**src/rtl/mon_pkg.sv**
```systemverilog
// Shared definitions for the monitor trace RAM write arbiter.
//   - FSM state encodings (IDLE / WRITE / ACK)
//   - default trace RAM geometry and statistics counter width
//   - saturating increment helper for the statistics counters
package mon_pkg;

    localparam logic [1:0] MON_IDLE  = 2'b00;
    localparam logic [1:0] MON_WRITE = 2'b01;
    localparam logic [1:0] MON_ACK   = 2'b10;

    localparam int MON_AW = 11;
    localparam int MON_DW = 18;
    localparam int MON_CW = 16;

    localparam logic [MON_CW-1:0] MON_CNT_MAX = '1;

    // Counters stick at all-ones instead of wrapping back to zero.
    function automatic logic [MON_CW-1:0] sat_inc(input logic [MON_CW-1:0] v);
        return (v == MON_CNT_MAX) ? v : v + 1'b1;
    endfunction

endpackage

```
**src/rtl/mon_wr_arb_if.sv**
```systemverilog
// Bus bundle between the monitor write requesters, the arbiter and the
// trace RAM write port.
//   req_wrreq  per-requester write request (level)
//   req_wrack  per-requester acknowledge (one-cycle, one-hot)
//   req_waddr  packed addresses, requester i at [i*AW +: AW]
//   req_wdata  packed data,      requester i at [i*DW +: DW]
//   mem_we / mem_addr / mem_wdata  trace RAM write port
//
// Handshake: a requester raises req_wrreq with stable address/data and holds
// all three until it sees req_wrack high; the transfer completes on the clock
// edge where req_wrreq & req_wrack are both 1, and the requester drops (or
// re-arms) its request after that edge. Withdrawing a request before it is
// granted is allowed and the request is simply never served.
//
// master: the requester side.  slave: the arbiter.
interface mon_wr_arb_if
    import mon_pkg::*;
#(
    parameter int NREQ = 2,
    parameter int AW   = MON_AW,
    parameter int DW   = MON_DW
);

    logic [NREQ-1:0]    req_wrreq;
    logic [NREQ-1:0]    req_wrack;
    logic [NREQ*AW-1:0] req_waddr;
    logic [NREQ*DW-1:0] req_wdata;
    logic               mem_we;
    logic [AW-1:0]      mem_addr;
    logic [DW-1:0]      mem_wdata;

    modport master (
        output req_wrreq, req_waddr, req_wdata,
        input  req_wrack, mem_we, mem_addr, mem_wdata
    );

    modport slave (
        input  req_wrreq, req_waddr, req_wdata,
        output req_wrack, mem_we, mem_addr, mem_wdata
    );

endinterface

```
**src/rtl/mon_rr_pick.sv**
```systemverilog
// Combinational round-robin picker.
//   req   request vector, one bit per requester
//   last  index of the most recently granted requester
//   valid at least one request is pending
//   idx   winner: first requesting index searching last+1, last+2, ... mod NREQ
module mon_rr_pick
    import mon_pkg::*;
#(
    parameter int NREQ = 2
) (
    input  logic [NREQ-1:0] req,
    input  logic [1:0]      last,
    output logic            valid,
    output logic [1:0]      idx
);

    // Two ordered passes realise the wrap: first the indices above last,
    // then the indices from 0 up to and including last.
    always_comb begin
        valid = 1'b0;
        idx   = '0;
        for (int i = 0; i < NREQ; i++) begin
            if (!valid && (i > int'(last)) && req[i]) begin
                valid = 1'b1;
                idx   = 2'(i);
            end
        end
        for (int i = 0; i < NREQ; i++) begin
            if (!valid && (i <= int'(last)) && req[i]) begin
                valid = 1'b1;
                idx   = 2'(i);
            end
        end
    end

endmodule

```
**src/rtl/mon_wr_arb.sv**
```systemverilog
// Round-robin write-port arbiter for the monitor trace RAM.
// Up to four requesters share one RAM write port, one write per grant,
// with a global capture enable and saturating write/drop statistics.
//   clk, rst   single clock, synchronous active-high reset
//   bus        requester handshakes and RAM write port (slave side)
//   mon_en     capture enable, sampled at grant; 0 = acknowledge and drop
//   cnt_clr    clears wr_cnt / drop_cnt, wins over a coincident increment
//   grant_id   index of the last granted requester
//   busy       high whenever the FSM is not idle
//   wr_cnt     writes performed (saturating)
//   drop_cnt   writes dropped while capture was disabled (saturating)
//   state_dbg  raw FSM state for observation
module mon_wr_arb
    import mon_pkg::*;
#(
    parameter int NREQ = 2,
    parameter int AW   = MON_AW,
    parameter int DW   = MON_DW
) (
    input  logic              clk,
    input  logic              rst,
    mon_wr_arb_if.slave       bus,
    input  logic              mon_en,
    input  logic              cnt_clr,
    output logic [1:0]        grant_id,
    output logic              busy,
    output logic [MON_CW-1:0] wr_cnt,
    output logic [MON_CW-1:0] drop_cnt,
    output logic [1:0]        state_dbg
);

    logic [1:0]        state_q, state_d;
    logic [1:0]        last_q, last_d;
    logic [1:0]        grant_q, grant_d;
    logic              cap_q, cap_d;
    logic [AW-1:0]     addr_q, addr_d;
    logic [DW-1:0]     data_q, data_d;
    logic [MON_CW-1:0] wr_cnt_q, wr_cnt_d;
    logic [MON_CW-1:0] drop_cnt_q, drop_cnt_d;

    logic              pick_valid;
    logic [1:0]        pick_idx;
    logic              wr_inc;
    logic              drop_inc;

    mon_rr_pick #(.NREQ(NREQ)) u_pick (
        .req   (bus.req_wrreq),
        .last  (last_q),
        .valid (pick_valid),
        .idx   (pick_idx)
    );

    always_comb begin
        state_d = state_q;
        last_d  = last_q;
        grant_d = grant_q;
        cap_d   = cap_q;
        addr_d  = addr_q;
        data_d  = data_q;
        wr_inc   = 1'b0;
        drop_inc = 1'b0;

        case (state_q)
            MON_IDLE: begin
                // Requests are only looked at here, so anything arriving
                // during WRITE/ACK simply waits for the next idle cycle.
                if (pick_valid) begin
                    state_d = MON_WRITE;
                    last_d  = pick_idx;
                    grant_d = pick_idx;
                    cap_d   = mon_en;
                    for (int i = 0; i < NREQ; i++) begin
                        if (pick_idx == 2'(i)) begin
                            addr_d = bus.req_waddr[i*AW +: AW];
                            data_d = bus.req_wdata[i*DW +: DW];
                        end
                    end
                end
            end
            MON_WRITE: begin
                wr_inc   = cap_q;
                drop_inc = !cap_q;
                state_d  = MON_ACK;
            end
            MON_ACK: begin
                state_d = MON_IDLE;
            end
            default: begin
                state_d = MON_IDLE;
            end
        endcase

        if (cnt_clr) begin
            wr_cnt_d   = '0;
            drop_cnt_d = '0;
        end else begin
            wr_cnt_d   = wr_inc   ? sat_inc(wr_cnt_q)   : wr_cnt_q;
            drop_cnt_d = drop_inc ? sat_inc(drop_cnt_q) : drop_cnt_q;
        end
    end

    always_ff @(posedge clk) begin
        if (rst) begin
            state_q    <= MON_IDLE;
            last_q     <= 2'(NREQ - 1);
            grant_q    <= '0;
            cap_q      <= 1'b0;
            addr_q     <= '0;
            data_q     <= '0;
            wr_cnt_q   <= '0;
            drop_cnt_q <= '0;
        end else begin
            state_q    <= state_d;
            last_q     <= last_d;
            grant_q    <= grant_d;
            cap_q      <= cap_d;
            addr_q     <= addr_d;
            data_q     <= data_d;
            wr_cnt_q   <= wr_cnt_d;
            drop_cnt_q <= drop_cnt_d;
        end
    end

    // Write strobe and acknowledge are pure decodes of registered state, so
    // mon_en changing mid-transfer cannot disturb the write in flight and a
    // reset taken in WRITE leaves no acknowledge behind.
    always_comb begin
        bus.req_wrack = '0;
        if (state_q == MON_ACK) begin
            for (int i = 0; i < NREQ; i++) begin
                bus.req_wrack[i] = (grant_q == 2'(i));
            end
        end
    end

    assign bus.mem_we    = (state_q == MON_WRITE) && cap_q;
    assign bus.mem_addr  = addr_q;
    assign bus.mem_wdata = data_q;

    assign grant_id  = grant_q;
    assign busy      = (state_q != MON_IDLE);
    assign wr_cnt    = wr_cnt_q;
    assign drop_cnt  = drop_cnt_q;
    assign state_dbg = state_q;

endmodule

```
**src/flat_wrapper.sv**
```systemverilog
// flat-port wrapper written by rule: the top's interface ports become plain ports
module mon_wr_arb_flat import mon_pkg::*;
#(
    parameter int NREQ = 2,
    parameter int AW   = MON_AW,
    parameter int DW   = MON_DW
)
  (clk, rst, mon_en, cnt_clr, grant_id, busy, wr_cnt, drop_cnt, state_dbg, bus_req_wrreq, bus_req_waddr, bus_req_wdata, bus_req_wrack, bus_mem_we, bus_mem_addr, bus_mem_wdata);
  mon_wr_arb_if #(.NREQ(NREQ), .AW(AW), .DW(DW)) bus_i ();
  input  logic clk;
  input  logic rst;
  input  logic mon_en;
  input  logic cnt_clr;
  output logic [1:0] grant_id;
  output logic busy;
  output logic [MON_CW-1:0] wr_cnt;
  output logic [MON_CW-1:0] drop_cnt;
  output logic [1:0] state_dbg;
  input wire logic [$bits(bus_i.req_wrreq)-1:0] bus_req_wrreq;
  input wire logic [$bits(bus_i.req_waddr)-1:0] bus_req_waddr;
  input wire logic [$bits(bus_i.req_wdata)-1:0] bus_req_wdata;
  output wire logic [$bits(bus_i.req_wrack)-1:0] bus_req_wrack;
  output wire logic [$bits(bus_i.mem_we)-1:0] bus_mem_we;
  output wire logic [$bits(bus_i.mem_addr)-1:0] bus_mem_addr;
  output wire logic [$bits(bus_i.mem_wdata)-1:0] bus_mem_wdata;
  assign bus_i.req_wrreq = bus_req_wrreq;
  assign bus_i.req_waddr = bus_req_waddr;
  assign bus_i.req_wdata = bus_req_wdata;
  assign bus_req_wrack = bus_i.req_wrack;
  assign bus_mem_we = bus_i.mem_we;
  assign bus_mem_addr = bus_i.mem_addr;
  assign bus_mem_wdata = bus_i.mem_wdata;
  mon_wr_arb #(.NREQ(NREQ), .AW(AW), .DW(DW)) u_core (.clk(clk), .rst(rst), .bus(bus_i), .mon_en(mon_en), .cnt_clr(cnt_clr), .grant_id(grant_id), .busy(busy), .wr_cnt(wr_cnt), .drop_cnt(drop_cnt), .state_dbg(state_dbg));
endmodule
```
**config.mk**
```make
export PLATFORM = sky130hd
export DESIGN_NAME = mon_wr_arb_flat
export DESIGN_NICKNAME = d
export VERILOG_FILES = /design/src/rtl/mon_pkg.sv /design/src/rtl/mon_wr_arb_if.sv /design/src/rtl/mon_rr_pick.sv /design/src/rtl/mon_wr_arb.sv /design/src/flat_wrapper.sv
export SDC_FILE = /design/constraint.sdc
export NUM_CORES = 1
export LEC_CHECK = 0
export CAP_MARGIN = 20
export CELL_PAD_IN_SITES_DETAIL_PLACEMENT = 1
export CELL_PAD_IN_SITES_GLOBAL_PLACEMENT = 1
export CORE_MARGIN = 5
export CORE_UTILIZATION = 33
export DETAILED_ROUTE_END_ITERATION = 8
export HOLD_SLACK_MARGIN = 0.05
export PLACE_DENSITY = 0.88
export SKIP_LAST_GASP = 1
export SYNTH_ARGS = -nofsm -noshare
export SYNTH_HDL_FRONTEND = slang
export SYNTH_HIERARCHICAL = 1
export SYNTH_SLANG_ARGS = --single-unit
```
**constraint.sdc**
```tcl
create_clock -name clk -period 6.2 [get_ports clk]
set_clock_uncertainty 0.15 [all_clocks]
set_input_delay 0.62 -clock clk [delete_from_list [all_inputs] [get_ports clk]]
set_output_delay 0.62 -clock clk [all_outputs]
set_load 0.02 [all_outputs]
```
### Word-level counts from Yosys, hierarchy flattened

Cells that the tools add are included.

| storage, ports and cells | value |
|---|---|
| word-level logic and storage cells | 54 |
| flip-flop bits (word level) | 68 |

| operators by class | value |
|---|---|
| magnitude comparators | 2 |
| add/subtract/negate cells | 2 |
| reductions and logical operators | 18 |
| equality and inequality tests | 7 |
| bitwise logic cells | 2 |
| muxes and demuxes | 15 |

Operators by type and width:

| cell | number |
|---|---|
| 18-bit two-way mux | 2 |
| 16-bit by 1-bit adder with 16-bit output (second input constant) | 2 |
| 16-bit == test (second input constant) | 2 |
| 11-bit two-way mux | 2 |
| 1-bit two-way mux | 7 |
| 2-bit by 1-bit == test with 1-bit output (second input constant) | 3 |
| 2-bit zero test | 3 |
| 2-bit two-way mux | 3 |
| 2-bit AND reduction | 3 |
| 1-bit logical AND | 5 |
| 2-bit case mux with 2 select lines | 1 |
| 2-bit nonzero test | 2 |
| 1-bit zero test | 3 |
| 3-bit AND reduction | 1 |
| 2-bit == test (second input constant) | 1 |
| 1-bit by 2-bit > comparator with 1-bit output (first input constant) | 1 |
| 1-bit by 2-bit less-or-equal comparator with 1-bit output (first input constant) | 1 |
| 2-bit by 1-bit inequality test with 1-bit output (second input constant) | 1 |
| 1-bit NOT | 2 |
| 2-bit OR reduction | 1 |

### Longest topological paths before layout

Gate-level depths: netlist (run 1).

| depth | value |
|---|---|
| word-level depth | 13 |
| gate-level depth with buffers | 7 |
| gate-level depth less buffers | 5 |

### Modules after synthesis

Netlist (run 1), hierarchy kept.

Modules (own cells, without submodules):

| module | area an instance (sq um) | times used | cells each |
|---|---|---|---|
| mon_wr_arb | 3194.3 | 1 | 360 |
| mon_rr_pick | 28.8 | 1 | 5 |

### Worst setup path before layout (run 1)

No wires, ideal clock.

| timing | value |
|---|---|
| kind | input-to-reg |
| start | input bus_req_wrreq[0] |
| end | register u_core.addr_q[0], in the netlist u_core/bus.mem_addr[0] |
| path slack | 3.975 ns |
| path buffers | 3 |
| arrival time | 1.941 ns |
| stages on the path | 7 |
| required time | 5.916 ns |
| path through | or2_1 > or3b_2 > clkbuf_1 > nor2_1 > buf_2 > buf_2 > a211oi_1 |

| on the way | value |
|---|---|
| cells in the longest elaborated chain, start to end | 9 |

RTL lines:

| what | RTL line | text |
|---|---|---|
| start, declared | flat_wrapper.sv:19 | `input wire logic [$bits(bus_i.req_wrreq)-1:0] bus_req_wrreq;` |
| 1-bit logical AND * | mon_rr_pick.sv:29 | `if (!valid && (i <= int'(last)) && req[i]) begin` |
| 1-bit two-way mux | mon_rr_pick.sv:29 |  |
| 1-bit zero test | mon_rr_pick.sv:29 |  |
| 1-bit logical AND (2 in series) | mon_rr_pick.sv:29 |  |
| 2-bit two-way mux | mon_rr_pick.sv:29 |  |
| 2-bit by 1-bit == test with 1-bit output or 2-bit zero test (tied branches) | mon_wr_arb.sv:73 | `if (pick_idx == 2'(i)) begin` |
| 2-bit nonzero test (no source line) | - |  |
| 3-bit AND reduction (no source line) | - |  |
| end signal, assigned | mon_wr_arb.sv:117 | `addr_q <= addr_d;` |
| end, declared | mon_wr_arb.sv:36 | `logic [AW-1:0] addr_q, addr_d;` |

Every way passes the cells marked *; elsewhere a longest branch is shown, timed or not.
A chain may end at the register's enable or synchronous reset.

### Worst setup path after layout (run 1)

| timing | value |
|---|---|
| start | input bus_req_wrreq[0] |
| end | register u_core.data_q[11], in the netlist u_core/bus.mem_wdata[11] |

RTL lines:

| what | RTL line | text |
|---|---|---|
| 1-bit logical AND * | mon_rr_pick.sv:29 |  |
| 1-bit two-way mux * | mon_rr_pick.sv:29 |  |
| 1-bit zero test | mon_rr_pick.sv:29 |  |
| 1-bit logical AND (2 in series) | mon_rr_pick.sv:29 |  |
| 1-bit two-way mux * | mon_rr_pick.sv:29 |  |
| via u_core.pick_valid | mon_wr_arb.sv:41 | `logic pick_valid;` |
| 3-bit AND reduction (no source line) * | - |  |
| end signal, assigned | mon_wr_arb.sv:118 | `data_q <= data_d;` |
| end, declared | mon_wr_arb.sv:37 | `logic [DW-1:0] data_q, data_d;` |

Mark *: on every way through the listed nets, which the timed path passes. The rest lies on a longest branch.

==> results of run 1 <==
logic make-up (layout without fill, tap and decap cells):
logic type | Yosys count | count (layout) | share of synthesized area, %
and+or+nand+nor | 140 | 140 | 23.5
DFF | 67 | 67 | 41.6
buffers and inverters | 28 | 158 | 3.88
adders and majority gates | 2 | 2 | 0.776
muxes | 35 | 35 | 10.9
AOI/OAI and AO/OA | 92 | 92 | 19.2
other | 1 | 1 | 0.116
layout make-up:
cell class,instances,area (µm²)
well taps,133,166
fillers,1144,4800
clock inverters,5,27.5
repair buffers,134,1350
clock buffers,11,151
multi-input cells,270,1770
inverters,8,30.0
flip-flops and latches,67,1340
per-stage QoR:
stage | cell area (µm²) | worst slack (ns) | hold WS (ns) | power (W)
finish | 4840 | 3.48 | 0.335 | 0.000997
detailed placement | 4640 | 2.71 | 0.314 | 0.000672
global route | 4840 | 3.33 | 0.365 | 0.00105
global placement | 4640 | 3.00 | 0.320 | 0.000663
floorplan | 3220 | 3.98 | 0.288 | 0.000566
CTS | 4820 | 3.07 | 0.334 | 0.00101
per-layer routing:
| layer | GRT usage, % | up-vias | share of wire (%) |
|---|---|---|---|
| met5 | 0 | - | 0 |
| met4 | 4.06 | 0 | 0.63 |
| met3 | 8.11 | 7 | 9.0 |
| met2 | 31.7 | 110 | 50 |
| met1 | 20.1 | 1554 | 40 |
| li1 | - | 1623 | - |
worst paths after layout:
path                                        from                        to  slack, ns  depth (start not counted)
worst max-delay path            bus_req_wrreq[0]  u_core/bus.mem_wdata[11]       3.48                          7
worst min-delay path            u_core/last_q[0]          u_core/last_q[0]       0.34                          2
worst max register to register  u_core/last_q[1]  u_core/bus.mem_wdata[11]       3.81                          5
worst min register to register  u_core/last_q[0]          u_core/last_q[0]       0.34                          2
synth_stat cells, drive strengths merged, types with 8 or more instances:
cell    instances  area share, %
nand4           8            1.7
or3             9            1.8
nand3          12            1.9
mux2i          35             11
o21ai          15            2.3
a211oi         34            7.9
nor2           39            4.5
dfxtp          67             42
buf            12            2.0
a21oi          19            3.0
clkbuf          8           0.93
nand2          30            3.5
or4             8            1.9
inv             8           0.93
flip-flops by register name, indices dropped and copies added, names as in the netlist:
name	flops
u_core/wr_cnt	16
u_core/grant_id	1
u_core/drop_cnt	16
u_core/cap_q	1
u_core/last_q	2
u_core/bus.mem_addr	11
u_core/state_dbg	2
u_core/bus.mem_wdata	18
power breakdown:
part / leakage, nW / internal (W) / switching, W
sequential: 0.547 / 0.000452 / 0.0000160
combinational: 0.933 / 0.000101 / 0.0000933
clock: 0.0949 / 0.000164 / 0.000171
worst max-delay path: cells and delay by family:
kind	cells	cell delay (ns)
AND/OR/NAND/NOR	4	1.11
buffers and inverters	2	0.73
AO/OA/AOI/OAI	1	0.31
==> out/results.txt, run 1 <==
outcome: completed
Worst-Margin Slew: 1.06 ns
fin crit share: 43.8%
Yosys cell types: 49
Post-synth EDFFs: 0
Slowest-stage cell, CP: or3b_2
CTS max path bufs: 2
die height: 109 µm
DR iter-0 viols: 66
Post-CTS Resized: 0
clock slew seen by the registers of the worst setup and hold paths: 0.08 ns
Layout Nets: 556
antenna fix cells: 0
CTS root buf: clkbuf_8
GRT Resource Usage Total: 18.1%
antenna violations before repair: 0
Post-Synthesis Cell Area: 0.00322 mm²
Final min period: 2.72 ns
RSZ-0062 raised after global routing: no
Ys Warns: 6
layout cells sized above 1: 6.26%
via count: 3294
number of max-cap violations: 0
Wirelength per Cell: 17.1 µm
first-pass GRT wire length: 16800 µm
post-CTS setup buffer count: 0
Net Count, Synth: 431
Post-Synthesis Cells: 365
Pre-antenna DRT Iters: 4
htree depth: 3
CTS buffer count: 9
boundary pin count: 133
Core Rows: 36
dpl hpwl: 8280 µm
die area: 0.0118 mm²
# clock sinks: 67
ys async rst share: 0%
Crit path largest cell delay: 0.55 ns
critical-path cell list: clkdlybuf4s50_1 -> or2_1 -> or3b_2 -> nor2_4 -> buf_12 -> nor2_1 -> a211oi_1
initial core utilization: 33.4%
Routed WL: 10700 µm
IO Port Bufs: 132
Slew Limit Headroom: 28.8%
Slew Viols, Final: 0
core area: 0.00964 mm²
Critical Path Fanout Max: 46
critical path type: in2reg
area grow syn2layout: 50.1%
CP endpoint kind: flip-flop
dpl cells: 611
DR vias/cell: 5.25
global route overflow: 0
fmax: 368 MHz
setup_tns: 0 ns
P per Cell Area: 206 mW/mm²
Final Non-Filler Cells: 628
most frequent cells in the layout: clkdlybuf4s50_1 (132), dfxtp_1 (67), nor2_1 (38)
Seq/Total Area, Yosys: 41.6%
Startpoint Class: primary input
Avg Inst Size Synth: 8.83 µm²
CTS Hold Buffers Added: 0
largest net degree at the start of global routing: 59
Top FF cell, synth: dfxtp_1
final setup fails: 0
routability congestion estimate: 0.795
Critical Path RT: 6.28 ns
TritonCTS clock tree: built
vias in the first global route: 3424
peak supply drop: 101 µV
commonest non-fill, non-tap cell in the layout: clkdlybuf4s50_1
post-route antenna net violation count: 0
Data arrival, critical path: 2.79 ns
Hold Fails Final Rpt: 0
worst skew pair latency: 0.33 ns
DRC: 0
final core utilization: 50.2%
FF+latch count, synth: 67
leak pwr: 1.57 nW
hold crit path type: reg2reg
die width: 109 µm
Power figures use the tool's default switching activity.
==> inputs of run 2 (changes only) <==
- CORE_UTILIZATION: 33 -> 31
- PLACE_DENSITY: 0.88 -> 0.83
- clock period: 6.2 -> 2.61 ns (I/O delays scaled with it)
==> run 2 against run 1 <==
Clock power increased to 2.5 times the previous value; critical path type is now reg2out; first-iteration DRC count rose by 83%; global-route usage is 1.6 points lower; combinational power increased by 140%.
==> out/results.txt, run 2 (same netlist as run 1, synthesis figures left out) <==
outcome: completed
CP endpoint kind: output pin
Worst-Margin Slew: 0.703 ns
Final min period: 2.25 ns
Startpoint Class: flip-flop
# fillers: 1199
uppermost layer routed: met4
# clock sinks: 67
critical path type: reg2out
Slew Viols, Final: 0
Crit path buffers/inverters: 1
fin crit share: 86.2%
antenna fix cells: 0
max reg flops: 18
htree depth: 3
pre-CTS setup slack: 0.191 ns
Hold EP: u_core/wr_cnt[11]
RR Startpoint: u_core/state_dbg[0]
met3 WL: 930 µm
DRC: 0
Critical Path Fanout Max: 10
DR vias/cell: 5.24
Core Rows: 37
layout cells sized above 1: 7.01%
IO Port Bufs: 132
Min-Delay Path Depth: 1
most frequent cells in the layout: clkdlybuf4s50_1 (132), dfxtp_1 (67), nor2_1 (38)
Post-CTS Resized: 0
routability congestion estimate: 0.765
design area: 0.00490 mm²
CTS buffer count: 9
die height: 112 µm
Top Family by Delay on Critical Path: buffers and inverters
global route overflow: 0
Wirelength per Cell: 16.6 µm
final core utilization: 47.9%
Hold Fails Final Rpt: 0
final setup fails: 0
Final Worst Setup Slack: 0.361 ns
post-route antenna net violation count: 0
number of cells on the critical path: 2
CTS max path bufs: 2
clock slew seen by the registers of the worst setup and hold paths: 0.07 ns
first-pass GRT wire length: 17200 µm
antenna violations before repair: 0
Slowest-stage cell, CP: clkdlybuf4s50_1
fmax: 445 MHz
CTS Hold Buffers Added: 0
TritonCTS clock tree: built
worst r2r path cells: 4
CTS root buf: clkbuf_8
reg-to-reg endpoint: u_core/wr_cnt[13]
leak pwr: 1.60 nW
vias in the first global route: 3550
WL met2: 5200 µm
boundary pin count: 133
placed inst area: 0.00470 mm²
die area: 0.0125 mm²
initial core utilization: 31.5%
Crit path largest cell delay: 0.68 ns
P per Cell Area: 495 mW/mm²
area grow syn2layout: 51.9%
peak supply drop: 236 µV
Hold Crit Start: u_core/wr_cnt[11]
detailed-route wire length on metal 1: 4320 µm
RSZ-0062 raised after global routing: no
Routed WL: 10600 µm
die width: 112 µm
Slew Limit Headroom: 52.7%
dpl hpwl: 8150 µm
Layout Nets: 560
Reg2Reg Setup Slack: 0.41 ns
core area: 0.0102 mm²
number of max-cap violations: 0
Pre-antenna DRT Iters: 4
DR iter-0 viols: 121
Critical Path RT: 2.20 ns
setup_tns: 0 ns
GRT Resource Usage Total: 16.5%
worst skew pair latency: 0.32 ns
largest net degree at the start of global routing: 59
commonest non-fill, non-tap cell in the layout: clkdlybuf4s50_1
via count: 3329
post-CTS setup buffer count: 0
hold crit path type: reg2reg
Data arrival, critical path: 1.84 ns
critical-path cell list: nor4b_1 -> clkdlybuf4s50_1
## run 2: cell count changes in the layout (fill, tap and decap cells not counted), sizes merged
cell,delta
buf,+4
bufinv,+1
clkbuf,-2
clkinvlp,+1
## run 2: where the power goes
group          internal [W]  switching (W)  leakage [nW]
Clock              0.000438       0.000414        0.0950
Sequential          0.00107      0.0000381         0.547
Combinational      0.000243       0.000219         0.957
Total               0.00175       0.000671          1.60
## run 2: metal layers
metal	GRT usage, %	up-vias
met5	0	-
met4	3.45	0
met3	6.90	10
met2	30.0	109
met1	17.9	1575
li1	-	1635
## run 2: how the worst max path moves through the flow
| stage | startpoint | endpoint | slack [ns] |
|---|---|---|---|
| 6_report | u_core/state_dbg[1] | bus_req_wrack[0] | 0.36 |
| 5_1_grt | u_core/state_dbg[1] | bus_req_wrack[0] | 0.22 |
| 2_1_floorplan | u_core/wr_cnt[4] | u_core/wr_cnt[13] | 0.53 |
| 3_3_place_gp | bus_req_wrreq[1] | u_core/bus.mem_addr[1] | 0.30 |
| 3_5_place_dp | bus_req_wrreq[1] | u_core/bus.mem_wdata[11] | 0.19 |
| 4_1_cts | u_core/state_dbg[1] | bus_req_wrack[0] | 0.30 |
## run 2: area by class of cell
type | count | area [µm²] | share of cell area [%]
well taps | 136 | 170 | 3.47
inverters | 8 | 30.0 | 0.613
clock inverters | 7 | 68.8 | 1.41
multi-input cells | 270 | 1770 | 36.2
clock buffers | 9 | 124 | 2.53
repair buffers | 138 | 1390 | 28.4
flip-flops and latches | 67 | 1340 | 27.4
## run 2: metrics by stage
stage               std cells  hold slack, ns  total power (W)
global route              635           0.376          0.00254
global placement          619           0.319          0.00158
detailed placement        619           0.343          0.00160
finish                    635           0.348          0.00242
CTS                       635           0.354          0.00246
floorplan                 365           0.259          0.00135
